==> config.mk <==
export PLATFORM = sky130hd
export DESIGN_NAME = uart_rx
export DESIGN_NICKNAME = d
export VERILOG_FILES = /design/src/rtl/uart_rx.sv
export SDC_FILE = /design/constraint.sdc
export NUM_CORES = 1
export LEC_CHECK = 0
export CAP_MARGIN = 20
export CORE_MARGIN = 3
export CORE_UTILIZATION = 42
export CTS_CLUSTER_SIZE = 14
export DETAILED_ROUTE_END_ITERATION = 8
export PLACE_DENSITY = 0.69
export SLEW_MARGIN = 5
export SYNTH_ARGS = -nofsm -noshare
export SYNTH_HDL_FRONTEND = slang
export SYNTH_SLANG_ARGS = --single-unit
==> constraint.sdc <==
create_clock -name clk -period 1.68 [get_ports clk]
set_clock_uncertainty 0.2 [all_clocks]
set_input_delay 0.336 -clock clk [delete_from_list [all_inputs] [get_ports clk]]
set_output_delay 0.336 -clock clk [all_outputs]
set_load 0.1 [all_outputs]
==> src/rtl/uart_rx.sv <==
// rtl/uart_rx.sv - UART receiver: 1 start, DATA_SIZE data LSB first, optional even parity, 1 stop
// Define UART_RX_PARITY_EN to expect and check the even-parity bit after the data bits.
module uart_rx #(
    parameter int CLK_FREQ  = 10000,
    parameter int BAUD_RATE = 1000,
    parameter int DATA_SIZE = 8
) (
    input  logic       clk,
    input  logic       reset,
    input  logic       rx,
    output logic [9:0] data_out,
    output logic       valid,
    output logic       parity_err,
    output logic       frame_err,
    output logic       busy
);
    localparam int DIV  = CLK_FREQ / BAUD_RATE;
    localparam int HALF = DIV / 2;
    localparam int CW   = $clog2(DIV);
    localparam int BW   = $clog2(DATA_SIZE + 1);
    localparam logic [CW-1:0] DIV_M1  = CW'(DIV - 1);
    localparam logic [CW-1:0] HALF_M1 = CW'(HALF - 1);
    localparam logic [BW-1:0] BITS_M1 = BW'(DATA_SIZE - 1);

    typedef enum logic [2:0] {IDLE, START, DATA, PARITY, STOP} state_t;

    state_t                 state, state_next;
    logic                   sync1, sync2, prev;
    logic [1:0]             fill;
    logic                   fall;
    logic [CW-1:0]          cnt;
    logic [BW-1:0]          bit_cnt;
    logic [DATA_SIZE-1:0]   shreg;
    logic [9:0]             data_q;
    logic                   valid_q, perr_q, ferr_q;
    logic                   cnt_clr, bit_clr, bit_inc, shift_en, par_en, stop_en;
`ifdef UART_RX_PARITY_EN
    logic                   par_acc;
`endif

    // The chain holds its reset values for two clocks; prev only tracks real
    // line samples, so a line held low across reset never looks like an edge.
    always_ff @(posedge clk or negedge reset) begin
        if (!reset) begin
            sync1 <= 1'b1;
            sync2 <= 1'b1;
            fill  <= 2'b00;
            prev  <= 1'b0;
        end else begin
            sync1 <= rx;
            sync2 <= sync1;
            fill  <= {fill[0], 1'b1};
            prev  <= sync2 & fill[1];
        end
    end

    assign fall = prev & ~sync2;

    always_ff @(posedge clk or negedge reset) begin
        if (!reset) state <= IDLE;
        else        state <= state_next;
    end

    always_comb begin
        state_next = state;
        cnt_clr    = 1'b0;
        bit_clr    = 1'b0;
        bit_inc    = 1'b0;
        shift_en   = 1'b0;
        par_en     = 1'b0;
        stop_en    = 1'b0;
        case (state)
            IDLE: begin
                cnt_clr = 1'b1;
                if (fall) state_next = START;
            end
            START: begin
                if (cnt == HALF_M1) begin
                    cnt_clr = 1'b1;
                    bit_clr = 1'b1;
                    state_next = sync2 ? IDLE : DATA;
                end
            end
            DATA: begin
                if (cnt == DIV_M1) begin
                    cnt_clr  = 1'b1;
                    shift_en = 1'b1;
                    if (bit_cnt == BITS_M1) begin
`ifdef UART_RX_PARITY_EN
                        state_next = PARITY;
`else
                        state_next = STOP;
`endif
                    end else begin
                        bit_inc = 1'b1;
                    end
                end
            end
`ifdef UART_RX_PARITY_EN
            PARITY: begin
                if (cnt == DIV_M1) begin
                    cnt_clr    = 1'b1;
                    par_en     = 1'b1;
                    state_next = STOP;
                end
            end
`endif
            STOP: begin
                // Leave at the stop-bit centre so a back-to-back start edge is caught.
                if (cnt == DIV_M1) begin
                    cnt_clr    = 1'b1;
                    stop_en    = 1'b1;
                    state_next = IDLE;
                end
            end
            default: begin
                cnt_clr    = 1'b1;
                state_next = IDLE;
            end
        endcase
    end

    always_ff @(posedge clk or negedge reset) begin
        if (!reset) begin
            cnt     <= '0;
            bit_cnt <= '0;
            shreg   <= '0;
            data_q  <= '0;
            valid_q <= 1'b0;
            perr_q  <= 1'b0;
            ferr_q  <= 1'b0;
`ifdef UART_RX_PARITY_EN
            par_acc <= 1'b0;
`endif
        end else begin
            cnt <= cnt_clr ? '0 : cnt + CW'(1);
            if (bit_clr)      bit_cnt <= '0;
            else if (bit_inc) bit_cnt <= bit_cnt + BW'(1);
            if (shift_en)
                shreg <= (shreg >> 1) | (DATA_SIZE'(sync2) << (DATA_SIZE - 1));
`ifdef UART_RX_PARITY_EN
            if (par_en) par_acc <= sync2 ^ (^shreg);
`endif
            valid_q <= stop_en;
            if (stop_en) begin
                data_q <= 10'(shreg);
                ferr_q <= ~sync2;
`ifdef UART_RX_PARITY_EN
                perr_q <= par_acc;
`else
                perr_q <= par_en;
`endif
            end
        end
    end

    assign data_out   = data_q;
    assign valid      = valid_q;
    assign parity_err = perr_q;
    assign frame_err  = ferr_q;
    assign busy       = (state != IDLE);
endmodule

==> run_results.csv <==
group,metric,value,unit
critical_path,setup.worst_path.end_class,"primary output",
sta,fmax,0.538,GHz
final_layout,multiInputGateArea,683,µm²
synth,synth.distinct_cells,40,
synth,synth_cells,118,
floorplanning,dieHeight,66.7,µm
critical_path,critical_path_class,"flip-flop to primary output",
worst_hold_path,hp-class,"flip-flop to flip-flop",
routing,vias,996,
floorplanning,num_io_pins,17,
clock_network,cts_tree,"done",
clock_network,cts_buffers,5,
clock_network,clkTransAtPathRegs,0.07,ns
routing,first_iter_violations,49,
sta,rsz0062_at_grt,"true",
global_route,grt_antenna_before_repair,0,
sta,setup-violations-final,11,
pwr,vdd_drop_max,783,µV
global_route,grt_pass1_vias,1062,
clock_network,hold_buffers,0,
placement,dp_hpwl,1870,µm
routing,ant_nets,0,
synth,synth.area.top_cells,"dfrtp_1 52%, mux2_4 7.8%, mux2_2 5.1%",
critical_path,crit_chain,"or3_4 -> buf_12",
global_route,grt_max_degree,35,
final_layout,nFillCells,257,
synth,synthFlopType,"dfrtp_1",
floorplanning,core_area,3440,µm²
pwr,power_density,1140,nW/µm²
global_route,grt_first_pass_wirelength,4860,µm
critical_path,cpMaxStageDelayCell,"dfrtp_2",
final_layout,drive_gt1_share,48.4,%
placement,pre_cts_ws,-0.177,ns
final_layout,syn_to_final_growth,41.0,%
flow_run,cap_violations,0,
synth,ys_ff_latch,34,
synth,ys_seq_area_share,55.2,%
critical_path,path_max_fanout,6,
routing,avgRoutedWirePerCell,14.7,µm
run_status,status,"finished with violations",
routing,drc,0,
placement,port_buffers,13,
final_layout,regArea,855,µm²
sta,hold_viol,0,
run_status,violations,"negative setup slack",
sta,setup_ws,-0.180,ns
floorplanning,dieArea,4440,µm²
floorplanning,start_util,44.9,%
routing,route.detailed.vias_per_inst,4.96,
synth,synth_edf_count,0,
clock_network,clock_path_buffers,2,
sta,post-route-min-period,1.86,ns
critical_path,worstSetupStartpointType,"flip-flop",
critical_path,critPathArrivalTime,1.32,ns
critical_path,critical_path.top_delay_family,"flip-flops",
routing,detail_route.first_pass.iterations,6,
synth,yosysTopAreaCellShare,51.8,%
sta,fin_crit_sh,111,%
global_route,grt_usage,14.8,%
floorplanning,rows,21,
final_layout,diodes,0,
final_layout,post-route-util,63.3,%
critical_path,crit_required,1.14,ns
synth,synth_warnings,0,
synth,netlist_area,1550,µm²
pwr,leakage,1.12,nW
clock_network,clock_latency,0.29,ns
floorplanning,die-width,66.7,µm
sta,drv_slew,0,
sta,tns,-0.984,ns
placement,gp_congestion,0.813,
critical_path,critPathMaxStageDelay,0.46,ns
synth,async_flop_share,100,%
clock_network,cts_max_level,2,
synth,yosysTopAreaCell,"dfrtp_1",
critical_path,critPathBufInv,1,
clock_network,cts.sinks,34,
synth,syn_avg_cell_area,13.1,µm²
clock_network,cts-root-buf,"clkbuf_8",
pwr,power,2.49,mW
global_route,grt_overflow_total,0,
routing,wl,2960,µm
final_layout,fin_nets,162,
## layout make-up
cell class | instances | area share [%]
sequential | 34 | 39.2
inverter | 6 | 1.03
tap | 46 | 2.64
clock inverter | 1 | 1.38
clock buffer | 6 | 3.79
multi-input combinational | 72 | 31.4
timing repair buffer | 36 | 20.6
## stage by stage
step	instances	cell area (µm²)	hold slack, ns
after floorplan	120	1570	-0.160
after global placement	185	1920	0.138
after global routing	201	2180	0.164
after detailed placement	185	1920	0.143
final	201	2180	0.154
after CTS	200	2130	0.157
## cell usage in the layout, fill, tap and decap left out, drive strengths merged, types with 4 or more instances in the layout
cell    instances
buf            34
dfrtp          32
mux2           16
nor2            7
clkbuf          6
inv             6
mux2i           4
conb            4
o21ai           4
ha              4
## registers in the layout (all words and copies together), names as in the netlist
signal and count:
shreg 8, data_out 8, state 3, fill 2, sync2 1, bit_cnt 4, cnt 4, valid 1
frame_err 1, prev 1, sync1 1
## path summary, 6_finish.rpt
| kind | startpoint | endpoint | slack (ns) | depth (start not counted) |
|---|---|---|---|---|
| worst min-delay path | fill[0] | fill[1] | 0.15 | 0 |
| min in group asynchronous | reset | bit_cnt[3] | 0.21 | 2 |
| worst max-delay path | state[0] | busy | -0.18 | 2 |
| worst min register to register | fill[0] | fill[1] | 0.15 | 0 |
| worst max register to register | cnt[1] | data_out[6] | -0.11 | 6 |
| max in group asynchronous | reset | sync1 | 0.81 | 2 |
## timing repair
| item | CTS | global route |
|---|---|---|
| gates resized for setup | 14 | 9 |
| setup buffers | 7 | 3 |
| setup endpoints to repair | 12 | 27 |
| gates cloned | 1 | 0 |
| hold endpoints to repair | 0 | 0 |
| pin swaps | 5 | 8 |
## worst reg2reg max path, stage by stage, from the launching register on
cell	delay (ns)
dfrtp_1	0.38
inv_2	0.08
ha_4	0.14
nand3b_4	0.07
or3_4	0.35
buf_6	0.15
mux2_4	0.29
## cells in the mapped netlist, types with 2 or more instances
master / number
nand3b_1: 2
nand4_1: 2
mux2i_1: 4
conb_1: 2
dfstp_2: 2
or3_1: 2
nor2b_1: 2
xnor2_1: 2
and3b_1: 2
o21ai_0: 4
mux2_4: 8
mux2_2: 7
dfrtp_1: 32
ha_1: 4
buf_2: 2
nor2_1: 7
buf_4: 3
nand3_1: 3
inv_1: 6
buf_6: 2
## logic make-up after synthesis
kind of cell               Yosys count  synth area share (%)
DFF                                 34                  55.2
and+or+nand+nor                     31                  13.5
muxes                               20                  16.2
buffers and inverters               14                  5.26
AOI/OAI and AO/OA                   10                  4.37
adders and majority gates            4                  3.24
xor gates and xnor gates             3                  1.70
other                                2                 0.486
## layer usage
metal,GRT usage [%],part of all wire (%),vias up
li1,-,-,466
met1,17.8,43,511
met2,24.9,53,19
met4,5.08,0,0
met3,4.72,4.5,0
met5,0,0,-
## where the power goes
group,internal (mW),switching (mW)
clock network,0.474,0.280
logic,0.381,0.404
registers,0.880,0.0685
total,1.74,0.753
(Power assumes the default switching activity.)
